$ cat src/rtl/encoder_rr_arbiter_pkg.sv
// Shared definitions for the 7-way round-robin arbiter.
//   N_REQ / ID_W    : requester count and owner-code width
//   arb_state_t     : FSM state encoding
//   NO_OWNER        : owner code meaning "nobody holds the resource"
//   first_set_code  : code (i+1) of the lowest set bit, NO_OWNER if none
package encoder_rr_arbiter_pkg;

    localparam int N_REQ = 7;
    localparam int ID_W  = 3;

    typedef enum logic [1:0] {
        IDLE  = 2'd0,
        GRANT = 2'd1,
        GAP   = 2'd2
    } arb_state_t;

    localparam logic [ID_W-1:0] NO_OWNER = 3'd0;

    function automatic logic [ID_W-1:0] first_set_code(input logic [N_REQ-1:0] v);
        logic [ID_W-1:0] code;
        code = NO_OWNER;
        // Scan downward so the lowest set bit is the last one written.
        for (int i = N_REQ - 1; i >= 0; i--) begin
            if (v[i]) code = ID_W'(i + 1);
        end
        return code;
    endfunction

endpackage

$ cat src/rtl/encoder_rr_arbiter_if.sv
// Request/grant bundle between the requesters and the arbiter.
//   req     : request vector, bit i = requester i
//   done    : owner release strobe
//   gnt     : one-hot registered grant
//   gnt_id  : encoded owner (i+1), 0 when idle
//   busy    : resource currently owned
//   timeout : one-cycle pulse when the hold limit revoked a grant
// master = requester side, slave = arbiter side.
interface encoder_rr_arbiter_if;
    import encoder_rr_arbiter_pkg::*;

    logic [N_REQ-1:0] req;
    logic             done;
    logic [N_REQ-1:0] gnt;
    logic [ID_W-1:0]  gnt_id;
    logic             busy;
    logic             timeout;

    modport master (
        output req, done,
        input  gnt, gnt_id, busy, timeout
    );

    modport slave (
        input  req, done,
        output gnt, gnt_id, busy, timeout
    );

endinterface

$ cat src/rtl/encoder_rr_arbiter_rr_pick7.sv
// Combinational round-robin pick for 7 requesters.
//   req    in  7 : request vector
//   last   in  3 : index (0..6) of the previous owner
//   winner out 7 : one-hot winner, zero if no request
//   code   out 3 : winner code (i+1), 0 if no request
module rr_pick7
    import encoder_rr_arbiter_pkg::*;
(
    input  logic [N_REQ-1:0] req,
    input  logic [ID_W-1:0]  last,
    output logic [N_REQ-1:0] winner,
    output logic [ID_W-1:0]  code
);

    logic [N_REQ-1:0] above_last;
    logic [N_REQ-1:0] masked;
    logic [N_REQ-1:0] pool;

    // Requests strictly above the previous owner take precedence; when there
    // are none the search wraps and the raw vector is used instead.
    always_comb begin
        above_last = '0;
        for (int i = 0; i < N_REQ; i++) begin
            above_last[i] = (ID_W'(i) > last);
        end
        masked = req & above_last;
        pool   = (|masked) ? masked : req;
        code   = first_set_code(pool);
        winner = '0;
        for (int i = 0; i < N_REQ; i++) begin
            winner[i] = (code == ID_W'(i + 1));
        end
    end

endmodule

$ cat src/rtl/encoder_rr_arbiter.sv
// Round-robin arbiter sharing one downstream slot among 7 requesters.
// Grants are registered, held until released, and revoked after HOLD_MAX
// consecutive cycles (HOLD_MAX = 0 disables the limit). Every release is
// followed by one dead cycle so two owners never overlap.
//   clk  : rising-edge clock
//   rst  : asynchronous active-high reset
//   bus  : encoder_rr_arbiter_if.slave (req, done in; gnt, gnt_id, busy, timeout out)
// Parameters: HOLD_MAX (limit), CNT_W (hold counter width, 2**CNT_W > HOLD_MAX).
//
// state | meaning
// IDLE  | no owner, arbitrate on any request
// GRANT | one owner holds the slot, hold counter running
// GAP   | single dead cycle after a release, arbitrate for the next owner
module encoder_rr_arbiter
    import encoder_rr_arbiter_pkg::*;
#(
    parameter int HOLD_MAX = 15,
    parameter int CNT_W    = 4
) (
    input  logic                 clk,
    input  logic                 rst,
    encoder_rr_arbiter_if.slave  bus
);

    localparam logic [CNT_W-1:0] HOLD_LIM = CNT_W'(HOLD_MAX);

    arb_state_t       state_q, state_d;
    logic [N_REQ-1:0] gnt_q, gnt_d;
    logic [ID_W-1:0]  id_q, id_d;
    logic [ID_W-1:0]  last_q, last_d;
    logic [CNT_W-1:0] hold_q, hold_d;
    logic             timeout_q, timeout_d;

    logic [N_REQ-1:0] win_onehot;
    logic [ID_W-1:0]  win_code;
    logic             owner_req;
    logic             limit_hit;
    logic             release_now;

    rr_pick7 u_pick (
        .req    (bus.req),
        .last   (last_q),
        .winner (win_onehot),
        .code   (win_code)
    );

    // gnt_q is one-hot on the owner, so this is req[owner].
    assign owner_req   = |(bus.req & gnt_q);
    assign limit_hit   = (HOLD_MAX != 0) && (hold_q == HOLD_LIM);
    assign release_now = bus.done || !owner_req || limit_hit;

    always_ff @(posedge clk or posedge rst) begin
        if (rst) begin
            state_q   <= IDLE;
            gnt_q     <= '0;
            id_q      <= NO_OWNER;
            last_q    <= ID_W'(N_REQ - 1);
            hold_q    <= '0;
            timeout_q <= 1'b0;
        end else begin
            state_q   <= state_d;
            gnt_q     <= gnt_d;
            id_q      <= id_d;
            last_q    <= last_d;
            hold_q    <= hold_d;
            timeout_q <= timeout_d;
        end
    end

    always_comb begin
        state_d   = state_q;
        gnt_d     = gnt_q;
        id_d      = id_q;
        last_d    = last_q;
        hold_d    = hold_q;
        timeout_d = 1'b0;
        case (state_q)
            IDLE, GAP: begin
                if (|bus.req) begin
                    state_d = GRANT;
                    gnt_d   = win_onehot;
                    id_d    = win_code;
                    hold_d  = CNT_W'(1);
                end else begin
                    state_d = IDLE;
                    gnt_d   = '0;
                    id_d    = NO_OWNER;
                    hold_d  = '0;
                end
            end
            GRANT: begin
                if (release_now) begin
                    state_d   = GAP;
                    gnt_d     = '0;
                    id_d      = NO_OWNER;
                    last_d    = id_q - ID_W'(1);
                    hold_d    = '0;
                    // Only a pure limit release is flagged; done takes priority.
                    timeout_d = !bus.done && owner_req;
                end else begin
                    hold_d = hold_q + CNT_W'(1);
                end
            end
            default: begin
                state_d = IDLE;
                gnt_d   = '0;
                id_d    = NO_OWNER;
                hold_d  = '0;
            end
        endcase
    end

    assign bus.gnt     = gnt_q;
    assign bus.gnt_id  = id_q;
    assign bus.busy    = (state_q == GRANT);
    assign bus.timeout = timeout_q;

endmodule

$ cat src/flat_wrapper.sv
// flat-port wrapper written by rule: the top's interface ports become plain ports
module encoder_rr_arbiter_flat import encoder_rr_arbiter_pkg::*;
#(
    parameter int HOLD_MAX = 15,
    parameter int CNT_W    = 4
)
  (clk, rst, bus_req, bus_done, bus_gnt, bus_gnt_id, bus_busy, bus_timeout);
  encoder_rr_arbiter_if bus_i ();
  input  logic clk;
  input  logic rst;
  input wire logic [$bits(bus_i.req)-1:0] bus_req;
  input wire logic [$bits(bus_i.done)-1:0] bus_done;
  output wire logic [$bits(bus_i.gnt)-1:0] bus_gnt;
  output wire logic [$bits(bus_i.gnt_id)-1:0] bus_gnt_id;
  output wire logic [$bits(bus_i.busy)-1:0] bus_busy;
  output wire logic [$bits(bus_i.timeout)-1:0] bus_timeout;
  assign bus_i.req = bus_req;
  assign bus_i.done = bus_done;
  assign bus_gnt = bus_i.gnt;
  assign bus_gnt_id = bus_i.gnt_id;
  assign bus_busy = bus_i.busy;
  assign bus_timeout = bus_i.timeout;
  encoder_rr_arbiter #(.HOLD_MAX(HOLD_MAX), .CNT_W(CNT_W)) u_core (.clk(clk), .rst(rst), .bus(bus_i));
endmodule
$ cat config.mk
export PLATFORM = sky130hd
export DESIGN_NAME = encoder_rr_arbiter_flat
export DESIGN_NICKNAME = d
export VERILOG_FILES = /design/src/rtl/encoder_rr_arbiter_pkg.sv /design/src/rtl/encoder_rr_arbiter_if.sv /design/src/rtl/encoder_rr_arbiter_rr_pick7.sv /design/src/rtl/encoder_rr_arbiter.sv /design/src/flat_wrapper.sv
export SDC_FILE = /design/constraint.sdc
export NUM_CORES = 1
export LEC_CHECK = 0
export ABC_AREA = 1
export CORE_MARGIN = 2
export CORE_UTILIZATION = 51
export DETAILED_ROUTE_END_ITERATION = 6
export PLACE_DENSITY = 0.88
export SLEW_MARGIN = 20
export SYNTH_ARGS = -nofsm -noshare
export SYNTH_HDL_FRONTEND = slang
export SYNTH_SLANG_ARGS = --single-unit
$ cat constraint.sdc
create_clock -name clk -period 1.7 [get_ports clk]
set_input_delay 0.255 -clock clk [delete_from_list [all_inputs] [get_ports clk]]
set_output_delay 0.255 -clock clk [all_outputs]
set_load 0.03 [all_outputs]
==> results of run 1 <==
[worst paths after layout]
kind,endpoint,slack (ns)
max,u_core.bus.gnt[5],-0.17
min,u_core.bus.timeout,0.19
max reg2reg,u_core.bus.gnt[5],-0.17
min reg2reg,u_core.bus.timeout,0.50
max in group asynchronous,u_core.bus.gnt[5],1.03
min in group clk,u_core.bus.timeout,0.50
[worst reg2reg max path: stages, from the launching register on]
cell     delay, ns
dfstp_2       0.61
nor2_2        0.07
inv_1         0.09
nor2_4        0.05
nor2_4        0.20
nand2_4       0.11
nor2_8        0.13
nor2_4        0.07
buf_4         0.13
nand2_2       0.08
nand2_4       0.07
nand3_1       0.09
nand2_1       0.05
[sequential cells by signal (all words and copies together) (netlist names)]
name and count:
u_core.bus.gnt_id 3, u_core.bus.gnt 7, u_core.hold_q 4, u_core.state_q 2, u_core.bus.timeout 1, u_core.last_q 3
[power breakdown]
part | internal (µW) | leakage, µW | total, µW | switching, µW
registers | 665 | 0.000259 | 821 | 156
logic | 855 | 0.000632 | 2110 | 1250
clock network | 131 | 0.0000210 | 278 | 147
total | 1650 | 0.000912 | 3210 | 1560
[metal layers]
metal / vias up / wire [µm] / GRT usage [%]
li1: 580 / - / -
met2: 38 / 1700 / 47.7
met5: - / 0 / 0
met1: 573 / 1250 / 31.6
met3: 9 / 151 / 4.57
met4: 0 / 112 / 14.1
[kinds of logic (layout without fill, tap and decap cells)]
kind of cell             count (synthesis)  in the layout  share of synthesized area, %
AND/OR/NAND/NOR                         85             85                          38.7
XOR/XNOR                                 2              2                          1.44
adder cells (fa/ha/maj)                  2              2                          2.06
AO/OA/AOI/OAI                           15             15                          8.44
buffers and inverters                   25             75                          7.93
flip-flops                              20             20                          41.4
[layout make-up]
class,count,share of cell area (%)
flip-flops and latches,20,28.5
clock buffers,4,2.06
well taps,28,1.99
inverters,25,5.46
multi-input cells,104,39.2
repair buffers,46,22.8
[cells in the final DEF, fill, tap and decap left out, types with 2 or more instances in the layout]
master / netlist / layout
ha_1: 2 / 2
nand3_4: 0 / 2
nand3_2: 3 / 3
o21ai_0: 6 / 5
nor2_4: 5 / 5
a21oi_4: 1 / 2
nor2_8: 2 / 2
clkbuf_4: 0 / 3
dfrtp_1: 18 / 18
nor2_1: 6 / 5
nand2_2: 6 / 13
o22ai_1: 4 / 4
nor2_2: 1 / 2
o21ai_1: 1 / 2
nand2_4: 1 / 4
clkdlybuf4s50_1: 0 / 18
dfstp_2: 2 / 2
inv_1: 20 / 19
dlymetal6s2s_1: 0 / 2
nand2_1: 41 / 31
inv_2: 4 / 5
buf_4: 0 / 25
nand3_1: 15 / 13
[what timing repair did]
action                     in CTS  in global routing
pin swaps                       7                  9
setup endpoints to repair       9                 12
buffers inserted                4                  1
gates resized for setup         9                 15
[stage by stage]
stage / util, % / hold WS, ns
6_report: 78.9 / 0.185
5_1_grt: 78.9 / 0.226
4_1_cts: 76.2 / 0.192
3_5_place_dp: 72.1 / 0.481
3_3_place_gp: 72.1 / 0.434
2_1_floorplan: - / 0.217
==> results.json, run 1 <==
{
  "finalHoldViolCount": 0,
  "ys_ff_latch": 20,
  "cp-start-kind": "flip-flop",
  "drv_slew": 0,
  "critical_path_depth": 12,
  "diodes": 0,
  "arrival_ns": 2.07,
  "synth_top_area_share_pct": 37.1,
  "clock-sinks": 20,
  "drt-initial-drc-count": 24,
  "ios": 22,
  "antenna_found_initial": 0,
  "cts_tree": "built",
  "ff_latch_area_um2": 503,
  "path_common_cell": "nor2_4",
  "yosys-top-cells-area": "dfrtp_1, nand2_1, inv_1, nand3_1, nor2_4",
  "seq_area_frac_synth_pct": 41.4,
  "area_growth_pct": 45.1,
  "slowest_delay_ns": 0.61,
  "synthTopCellsByCount": "nand2_1, inv_1, dfrtp_1",
  "grt_use_total_pct": 27.3,
  "portBuffers": 21,
  "timing.final.crit_period_ns": 1.87,
  "slew_headroom_pct": 77.7,
  "final.fill_count": 146,
  "cts.reportedPaths.clkPinSlew_ns": 0.11,
  "violations": "negative setup slack",
  "finalCritPeriodShare_pct": 110,
  "crit_start": "u_core.last_q[2]",
  "wirelength_um": 3210,
  "fin_skew_ns": 0.0106,
  "die-height_um": 52.8,
  "rsz0062_at_grt": "true",
  "postRouteAntennaNets": 0,
  "cts_root_buffer": "clkbuf_4",
  "synth.most_common_cell": "nand2_1",
  "yosysTopAreaCell": "dfrtp_1",
  "routedWlPerCell_um": 14.1,
  "grt_max_degree": 13,
  "synth_flop_cell": "dfrtp_1",
  "clk_latency_ns": 0.32,
  "layoutNonFillerInstCount": 227,
  "p_leak_uw": 0.000912,
  "dpl.hpwl_um": 2330,
  "initial_core_util_pct": 54.4,
  "tightest_slew_ns": 0.331,
  "critical_path.top_delay_family": "simple AND/OR/NAND/NOR gates",
  "pre_cts_slack_ns": -0.193,
  "path_cells": "nor2_2 > inv_1 > nor2_4 > nor2_4 > nand2_4 > nor2_8 > nor2_4 > buf_4 > nand2_2 > nand2_4 > nand3_1 > nand2_1",
  "max_freq_mhz": 536,
  "cpMaxStageDelayCell": "dfstp_2",
  "synth_edf_count": 0,
  "coreArea_mm2": 0.00223,
  "placed_cell_area_mm2": 0.00161,
  "synthDistinctLibCells": 29,
  "path_buf_inv": 2,
  "power_uw": 3210,
  "outcome": "finished, violations left",
  "floorplan.die_area_mm2": 0.00279,
  "dp.cells": 218,
  "netlist_instances": 149,
  "gr-total-overflow": 0,
  "netlist_area_mm2": 0.00121,
  "peakVddDrop_mv": 1.30,
  "fin_setup_tns_ns": -0.865,
  "dieWidth_um": 52.8,
  "core.rowCount": 17,
  "reg2reg_depth": 12,
  "layout-drive-gt1-share_pct": 36.2,
  "nets": 212,
  "reg2reg_from": "u_core.last_q[2]",
  "cp_max_fo": 6,
  "syn_nets": 161,
  "grt_pass1_vias": 1247,
  "drtPass1Iterations": 4,
  "numCtsBuffers": 3,
  "postCtsHoldBufs": 0,
  "pwr_density_cell_mw_per_mm2": 1820,
  "htreeDepth": 1,
  "cp.required_ns": 1.91,
  "yosys_warnings": 0,
  "vias": 1200,
  "setup_viol": 8,
  "grt_pass1_wl_um": 5350,
  "crit_type": "flip-flop to flip-flop",
  "fin_ws_ns": -0.166,
  "drc": 0,
  "min_path_type": "primary input to async pin",
  "async_reset_ff_share_pct": 100,
  "post_drt_via_cell_ratio": 5.29,
  "multi_input_area_um2": 691,
  "syn-mean-instance-area_um2": 8.15,
  "crit_path_end_kind": "flip-flop",
  "gp_congestion": 0.869,
  "max_cap_viol_count": 0,
  "fin_area_mm2": 0.00176,
  "clockBufferDepth": 2
}
No activity file was read; power rests on OpenSTA's default activity.
==> run 2: changes to the inputs <==
Settings changed: RECOVER_POWER from default to 50.
==> run 2 against run 1 <==
  * The flow still finishes with violations (negative setup slack)
  * Critical endpoint unchanged
  * Combinational power is essentially flat
  * Global-route usage did not move
  * First-iteration DRC count rose by 8.3%
  * Largest cell class unchanged
  * Clock skew hardly changed
  * Setup slack worse by 0.0031 ns
  * Clock-buffer cell count is the same
  * Die area stayed put
  * Power about the same
  * Utilization shrank 0.17 points
  * Sequential share of layout area rose by 0.061 points
  * Via count up 0.17%
==> results.json, run 2 (same netlist as run 1, synthesis figures left out) <==
{
  "antenna_found_initial": 0,
  "grt.busiest_layer": "met2",
  "fin_ws_ns": -0.169,
  "postRouteAntennaNets": 0,
  "initial_core_util_pct": 54.4,
  "timing.final.crit_period_ns": 1.87,
  "dpl.hpwl_um": 2330,
  "post_drt_via_cell_ratio": 5.30,
  "htreeDepth": 1,
  "final_cell_mix": "nand2_1, buf_4, inv_1, dfrtp_1, clkdlybuf4s50_1",
  "die-height_um": 52.8,
  "area_growth_pct": 44.8,
  "routedWlPerCell_um": 14.2,
  "gr-total-overflow": 0,
  "core.rowCount": 17,
  "largest_reg_flops": 7,
  "violations": "negative setup slack",
  "cp-start-kind": "flip-flop",
  "fin_util_pct": 78.8,
  "drtPass1Iterations": 5,
  "fin_setup_tns_ns": -0.902,
  "grt_max_degree": 13,
  "grt_pass1_vias": 1247,
  "pre_cts_slack_ns": -0.193,
  "finalCritPeriodShare_pct": 110,
  "met2_usage_pct": 47.7,
  "gp_congestion": 0.869,
  "numCtsBuffers": 3,
  "cp_max_fo": 6,
  "layoutNonFillerInstCount": 227,
  "arrival_ns": 2.08,
  "outcome": "finished, violations left",
  "hold_slack_ns": 0.321,
  "pwr_density_cell_mw_per_mm2": 1820,
  "grt_pass1_wl_um": 5350,
  "dieWidth_um": 52.8,
  "clk_latency_ns": 0.32,
  "gr-usage-met3_pct": 4.57,
  "portBuffers": 21,
  "min_path_type": "primary input to async pin",
  "max_cap_viol_count": 0,
  "final.fill_count": 146,
  "fin_skew_ns": 0.0103,
  "drc": 0,
  "nets": 212,
  "slew_headroom_pct": 56.5,
  "crit_path_end_kind": "flip-flop",
  "drv_slew": 0,
  "tightest_slew_ns": 0.652,
  "grt_use_total_pct": 27.3,
  "diodes": 0,
  "dp.cells": 218,
  "cts.reportedPaths.clkPinSlew_ns": 0.11,
  "max_freq_mhz": 535,
  "final_common_cell": "nand2_1",
  "ios": 22,
  "cts_root_buffer": "clkbuf_4",
  "cts_tree": "built",
  "floorplan.die_area_mm2": 0.00279,
  "peakVddDrop_mv": 1.31,
  "wirelength_um": 3210,
  "cp.required_ns": 1.91,
  "p_leak_uw": 0.000909,
  "finalHoldViolCount": 0,
  "clockBufferDepth": 2,
  "layout-drive-gt1-share_pct": 35.7,
  "postCtsHoldBufs": 0,
  "rsz0062_at_grt": "true",
  "crit_type": "flip-flop to flip-flop",
  "setup_viol": 8,
  "met1_usage_pct": 31.6,
  "vias": 1202,
  "clock-sinks": 20,
  "coreArea_mm2": 0.00223,
  "drt-initial-drc-count": 26
}
[run 2: cell types whose count changed in the layout (fill, tap and decap cells not counted), sizes merged]
cell / previous run / this run
clkdlybuf4s50: 18 / 17
buf: 25 / 24
clkbuf: 4 / 5
dlygate4sd3: 0 / 1
[run 2: per-stage QoR]
stage | power [µW] | area, µm²
2_1_floorplan | 2000 | 1210
3_3_place_gp | 2580 | 1610
3_5_place_dp | 2640 | 1610
4_1_cts | 3040 | 1700
5_1_grt | 3430 | 1760
6_report | 3210 | 1760
[run 2: critical path, stage by stage, from the launching register on]
cell and delay, ns:
dfstp_2 0.62, nor2_2 0.07, inv_1 0.09, nor2_4 0.05, nor2_4 0.20, nand2_4 0.11
nor2_8 0.13, nor2_4 0.07, buf_4 0.13, nand2_2 0.08, nand2_4 0.07, nand3_1 0.09
nand2_1 0.05
[run 2: layout make-up]
cell class	instances	area, µm²	area share (%)
tap	28	35.0	1.99
sequential	20	503	28.6
inverter	25	96.3	5.48
timing repair buffer	46	398	22.6
multi-input combinational	104	691	39.3
clock buffer	4	36.3	2.06
[run 2: power by group]
part	total, µW	switching, µW	internal (µW)
logic	2110	1250	853
clock network	278	147	131
registers	822	157	665
[run 2: worst paths after layout]
check	from	endpoint	slack [ns]	depth (start not counted)
max in group asynchronous	rst	u_core.bus.gnt[5]	0.49	3
hold reg to reg	u_core.state_q[1]	u_core.bus.timeout	0.50	1
min in group clk	u_core.state_q[1]	u_core.bus.timeout	0.50	1
setup reg to reg	u_core.last_q[2]	u_core.bus.gnt[5]	-0.17	12
setup / recovery	u_core.last_q[2]	u_core.bus.gnt[5]	-0.17	12
hold / removal	rst	u_core.bus.timeout	0.32	2
[run 2: layer usage]
| metal | part of all wire [%] | wire (µm) |
|---|---|---|
| met2 | 53 | 1700 |
| met3 | 4.8 | 155 |
| met1 | 39 | 1240 |
| met5 | 0 | 0 |
| met4 | 3.5 | 112 |
[run 2: what timing repair did]
item,CTS,global route
gates resized for setup,9,15
pin swaps,7,9
setup buffers,4,1
setup endpoints to repair,9,12
cloned,0,0
